==> src/rtl/multiplicador_shift_add_pkg.sv <==
// Shared definitions for the shift-and-add multiplier: FSM state encoding
// and the default operand width.
package multiplicador_shift_add_pkg;

   localparam int W_DEFAULT = 3;

   typedef enum logic [1:0] {
      IDLE  = 2'd0,
      ADD   = 2'd1,
      SHIFT = 2'd2,
      DONE  = 2'd3
   } state_t;

endpackage

==> src/rtl/multiplicador_datapath.sv <==
// Datapath of the shift-and-add multiplier: shifted multiplicand, shifted
// multiplier, product accumulator and bit counter, steered by FSM strobes.
module multiplicador_datapath
   import multiplicador_shift_add_pkg::*;
#(
   parameter int W = W_DEFAULT
) (
   input  logic             clk,
   input  logic             rst,
   input  logic             load,
   input  logic             add,
   input  logic             shift,
   input  logic [W-1:0]     MD,
   input  logic [W-1:0]     MR,
   output logic [2*W-1:0]   pp,
   output logic             last,
   output logic             zero
);

   localparam int CW = $clog2(W);

   logic [2*W-1:0] a_r;
   logic [W-1:0]   b_r;
   logic [CW-1:0]  cnt_r;
   logic [2*W-1:0] pp_r;

   // operand capture, conditional accumulate and per-bit shift
   always_ff @(posedge clk or posedge rst) begin
      if (rst) begin
         a_r   <= {(2*W){1'b0}};
         b_r   <= {W{1'b0}};
         cnt_r <= {CW{1'b0}};
         pp_r  <= {(2*W){1'b0}};
      end else if (load) begin
         a_r   <= {{W{1'b0}}, MD};
         b_r   <= MR;
         cnt_r <= {CW{1'b0}};
         pp_r  <= {(2*W){1'b0}};
      end else if (add) begin
         if (b_r[0]) begin
            pp_r <= pp_r + a_r;
         end else begin
            pp_r <= pp_r;
         end
      end else if (shift) begin
         a_r   <= a_r << 1;
         b_r   <= b_r >> 1;
         cnt_r <= cnt_r + CW'(1);
      end else begin
         pp_r  <= pp_r;
      end
   end

   // zero looks at the multiplier bits that remain after this shift
   assign last = (cnt_r == CW'(W - 1));
   assign zero = ((b_r >> 1) == {W{1'b0}});
   assign pp   = pp_r;

endmodule

==> src/rtl/multiplicador_shift_add.sv <==
// Sequential unsigned shift-and-add multiplier, pp = MD * MR, one multiplier
// bit per two clocks. Define MULT_EARLY_EXIT_EN to finish once MR runs out of set bits.
module multiplicador_shift_add
   import multiplicador_shift_add_pkg::*;
#(
   parameter int W = W_DEFAULT
) (
   input  logic             clk,
   input  logic             rst,
   input  logic             init,
   input  logic [W-1:0]     MD,
   input  logic [W-1:0]     MR,
   output logic [2*W-1:0]   pp,
   output logic             done
);

`ifdef MULT_EARLY_EXIT_EN
   localparam bit EARLY_EXIT = 1'b1;
`else
   localparam bit EARLY_EXIT = 1'b0;
`endif

   state_t state_r;
   state_t next_s;
   logic   done_r;
   logic   load_s;
   logic   add_s;
   logic   shift_s;
   logic   last_s;
   logic   zero_s;
   logic   exit_s;

   multiplicador_datapath #(.W(W)) u_datapath (
      .clk   (clk),
      .rst   (rst),
      .load  (load_s),
      .add   (add_s),
      .shift (shift_s),
      .MD    (MD),
      .MR    (MR),
      .pp    (pp),
      .last  (last_s),
      .zero  (zero_s)
   );

   assign exit_s = last_s | (EARLY_EXIT & zero_s);

   // state register; done is registered from the next state so it tracks DONE
   always_ff @(posedge clk or posedge rst) begin
      if (rst) begin
         state_r <= IDLE;
         done_r  <= 1'b0;
      end else begin
         state_r <= next_s;
         done_r  <= (next_s == DONE);
      end
   end

   // next-state decode and datapath strobes
   always_comb begin
      next_s  = state_r;
      load_s  = 1'b0;
      add_s   = 1'b0;
      shift_s = 1'b0;
      case (state_r)
         IDLE: begin
            if (init) begin
               load_s = 1'b1;
               next_s = ADD;
            end else begin
               next_s = IDLE;
            end
         end
         ADD: begin
            add_s  = 1'b1;
            next_s = SHIFT;
         end
         SHIFT: begin
            shift_s = 1'b1;
            if (exit_s) begin
               next_s = DONE;
            end else begin
               next_s = ADD;
            end
         end
         DONE: begin
            // a held init must drop before another run can start
            if (init) begin
               next_s = DONE;
            end else begin
               next_s = IDLE;
            end
         end
         default: begin
            next_s = IDLE;
         end
      endcase
   end

   assign done = done_r;

endmodule

==> config.mk <==
export PLATFORM = sky130hd
export DESIGN_NAME = multiplicador_shift_add
export DESIGN_NICKNAME = d
export VERILOG_FILES = /design/src/rtl/multiplicador_shift_add_pkg.sv /design/src/rtl/multiplicador_datapath.sv /design/src/rtl/multiplicador_shift_add.sv
export SDC_FILE = /design/constraint.sdc
export NUM_CORES = 1
export LEC_CHECK = 0
export ABC_AREA = 1
export BUFFER_PORTS_ARGS = -buffer_cell sky130_fd_sc_hd__buf_4
export CAP_MARGIN = 40
export CORE_MARGIN = 4
export CORE_UTILIZATION = 50
export CTS_BUF_LIST = sky130_fd_sc_hd__clkbuf_4 sky130_fd_sc_hd__clkbuf_8
export CTS_CLUSTER_DIAMETER = 30
export DETAILED_ROUTE_END_ITERATION = 16
export PLACE_DENSITY = 0.75
export REMOVE_ABC_BUFFERS = 1
export SYNTH_ARGS = -nofsm -noshare
export SYNTH_HDL_FRONTEND = slang
export SYNTH_SLANG_ARGS = --single-unit
==> constraint.sdc <==
create_clock -name clk -period 1.5 [get_ports clk]
set_clock_uncertainty 0.1 [all_clocks]
set_input_delay 0.075 -clock clk [delete_from_list [all_inputs] [get_ports clk]]
set_output_delay 0.075 -clock clk [all_outputs]
set_load 0.01 [all_outputs]
==> tab_implementation.tex <==
\begin{tabular}{lr}
\hline
Metric & Value \\
\hline
\multicolumn{2}{l}{\textbf{Clocking}} \\
CTS tree & yes \\
Clk slew on worst S/H paths & 0.11 ns \\
Root Buffer & sky130\_fd\_sc\_hd\_\_clkbuf\_4 \\
Number of buffers added by the clock tree synthesis step & 3 \\
Clock network latency to the later pin of the worst-skew pair & 0.29 ns \\
Number of buffers inserted by post-CTS setup repair & 0 \\
Bufs on Longest Clock Path & 2 \\
Clock H-tree levels & 1 \\
Number of clock sinks & 20 \\
\multicolumn{2}{l}{\textbf{STA}} \\
Fmax & 0.642 GHz \\
Count of endpoints failing hold in the final timing report & 0 \\
Unrepaired setup endpoints after global routing & yes \\
Setup-violating endpoint count in the final report & 2 \\
Final WS setup & -0.0582 ns \\
Share of the cycle needed by the critical path after routing & 1.04 \\
Min cycle time layout & 1.56 ns \\
Number of max-slew violations in the final report & 0 \\
Worst Tran Pin Value & 0.250 ns \\
Worst max-slew margin expressed relative to the limit & 0.833 \\
\multicolumn{2}{l}{\textbf{Pwr}} \\
Total power consumption of the routed design & 2350 uW \\
Total power density per cell area & 1730 nW/um\^{}2 \\
Peak supply drop & 0.00119 V \\
P\_leak & 0.000701 uW \\
\multicolumn{2}{l}{\textbf{Critical path}} \\
Crit Path Category & flop to flop \\
Most common cell type on the critical path & sky130\_fd\_sc\_hd\_\_inv\_2 \\
Crit Reg-Reg Startpoint & u\_datapath.pp[0]\$\_DFFE\_PP0P\_ \\
First element of the critical path & u\_datapath.pp[0]\$\_DFFE\_PP0P\_ \\
Length in cells of the worst reg-to-reg path & 9 \\
Endpoint of the worst setup timing path & u\_datapath.pp[4]\$\_DFFE\_PP0P\_ \\
Capture point of the worst reg-to-reg path & u\_datapath.pp[4]\$\_DFFE\_PP0P\_ \\
Critical path, cell by cell & ha\_2, inv\_2, fa\_2, inv\_2, nand3\_2, nand2\_2, a21oi\_2, o21ai\_1, nand2\_1 \\
Worst reg2reg setup slack & -0.06 ns \\
Slowest library cell on the worst path & sky130\_fd\_sc\_hd\_\_dfrtp\_1 \\
Element type at the critical path start & flop \\
Req. time, crit path & 1.59 ns \\
Maximum net fanout on the critical path & 2 \\
Critical path capture point type & flop \\
Max incr delay on CP & 0.37 ns \\
CP Data Arrival Time & 1.64 ns \\
\multicolumn{2}{l}{\textbf{Routing}} \\
Number of vias after detailed routing & 869 \\
Detail-routed via count per cell & 4.99 \\
WL/cell & 13.3 um \\
DR DRC count & 0 \\
Drt initial violations & 13 \\
Final ANT Viol Nets & 0 \\
Total wirelength of the detailed-routed design & 2310 um \\
Count of TritonRoute iterations in the first routing pass & 4 \\
\multicolumn{2}{l}{\textbf{Floorplan}} \\
Horizontal extent of the die & 53.2 um \\
Die Area & 2830 um\^{}2 \\
Row cnt & 16 \\
Chip Height & 53.2 um \\
I/O pin count & 16 \\
Area of the core & 1940 um\^{}2 \\
Effective utilization at floorplan & 0.526 \\
\multicolumn{2}{l}{\textbf{Logic synthesis}} \\
Fraction of the yosys area taken by sequential cells & 0.490 \\
Register bit total from synthesis & 20 \\
Gate Count Post-Synth & 117 \\
Total of warnings raised by yosys & 0 \\
Average footprint of a synthesized cell & 8.74 um\^{}2 \\
Area of the mapped netlist & 1020 um\^{}2 \\
Unique masters post-synth & 18 \\
\multicolumn{2}{l}{\textbf{Layout}} \\
Area Overhead vs Synth & 33.2\% \\
Layout cell share with drive strength beyond 1 & 0.313 \\
Final antenna diode count & 0 \\
Post-layout net count & 165 \\
Post-route cell area & 1360 um\^{}2 \\
Commonest cells after routing, fill and taps aside & sky130\_fd\_sc\_hd\_\_nand2\_1, sky130\_fd\_sc\_hd\_\_dfrtp\_1, sky130\_fd\_sc\_hd\_\_buf\_4 \\
Commonest non-fill, non-tap cell in the layout & sky130\_fd\_sc\_hd\_\_nand2\_1 \\
\multicolumn{2}{l}{\textbf{GRT}} \\
Pin count of the biggest net entering global routing & 21 \\
Vias in the first global route & 877 \\
Wire length of the first global-routing pass & 3680 um \\
Overflow left after global routing & 0 \\
Total routing usage reported by global routing & 0.182 \\
Initial antenna violation count & 0 \\
\multicolumn{2}{l}{\textbf{Placed design}} \\
HPWL Detailed & 1490 um \\
Placement-stage cell area & 1210 um\^{}2 \\
Number of buffers added on ports & 15 \\
Placer congestion estimate & 0.786 \\
\multicolumn{2}{l}{\textbf{Flow run}} \\
Max-cap check violation count & 0 \\
\multicolumn{2}{l}{\textbf{Outcome}} \\
Violated checks & negative setup slack \\
Status & finished with violations \\
\multicolumn{2}{l}{\textbf{Min path}} \\
Type of the most critical hold path & input pin to flop \\
\hline
\end{tabular}
-- power breakdown --
group / switching, uW / internal [uW]
clock network: 156 / 93.4
registers: 159 / 754
logic: 666 / 525
total: 981 / 1370
-- how the worst min path moves through the flow --
stage | from | to | cells after the start
2_1_floorplan | rst | done$_DFF_PP0_ | 1
3_3_place_gp | rst | u_datapath.a_r[5]$_DFFE_PP0P_ | 3
3_5_place_dp | rst | u_datapath.a_r[5]$_DFFE_PP0P_ | 3
4_1_cts | init | done$_DFF_PP0_ | 3
5_1_grt | init | done$_DFF_PP0_ | 3
6_report | init | done$_DFF_PP0_ | 3
-- critical path: cells and delay by family (launching register included) --
kind	cells	cell delay, ns
compound gates	2	0.12
simple gates	3	0.22
buf+inv	2	0.10
flops	1	0.37
fa+ha+maj	2	0.53
-- Yosys cell counts, drive strengths merged --
master	instances	area, um^2
o21ai	16	80.1
a21oi	4	20.0
nand3	9	45.0
inv	22	82.6
xor2	1	8.76
nor2	4	20.0
a22o	1	10.0
fa	1	20.0
nand2	27	119
dfrtp	20	500
nand3b	1	7.51
ha	6	75.1
o22ai	4	25.0
xnor2	1	8.76
-- stage by stage --
stage	TNS (ns)	utilization	cells	setup slack [ns]	hold WS, ns
detailed placement	-0.144	0.621	164	-0.0910	0.0261
CTS	-0.0365	0.675	174	-0.0365	0.0116
floorplan	-0.0667	-	117	-0.0667	-0.0612
global placement	-0.00970	0.621	164	-0.00970	0.0177
finish	-0.0924	0.701	174	-0.0582	0.00943
global route	-0.279	0.701	174	-0.178	0.0273
-- repair_timing --
action / 4_1_cts / 5_1_grt
gates resized for setup: 8 / 8
hold buffers: 7 / 0
endpoints found under the hold margin: 26 / 0
pin swaps: 1 / 1
setup endpoints to repair: 2 / 4
-- registers in the layout, summed over array words and instances (netlist names) --
signal	cells
state_r	2
done	1
u_datapath.b_r	3
u_datapath.a_r	6
u_datapath.cnt_r	2
u_datapath.pp	6
-- routing by layer --
metal | vias up | track usage | share of wire
met3 | 2 | 0.0338 | 0.031
met4 | 0 | 0.0511 | 0.0061
met5 | - | 0 | 0
met1 | 408 | 0.213 | 0.39
met2 | 19 | 0.333 | 0.58
li1 | 440 | - | -
-- area by class of cell --
| type | count | area, um^2 |
|---|---|---|
| Clock buffer | 3 | 22.5 |
| Fill cell | 167 | 581 |
| Tap cell | 27 | 33.8 |
| Inverter | 22 | 82.6 |
| Sequential cell | 20 | 500 |
| Multi-Input combinational cell | 75 | 502 |
| Timing Repair Buffer | 27 | 220 |
-- cell families after synthesis --
kind of cell	count (synthesis)	synth area share
adders and majority gates	7	0.0930
AOI/OAI and AO/OA	25	0.132
DFF	20	0.490
and+or+nand+nor	41	0.187
buffers and inverters	22	0.0808
xor gates and xnor gates	2	0.0171
No activity file was read; power rests on OpenSTA's default activity.
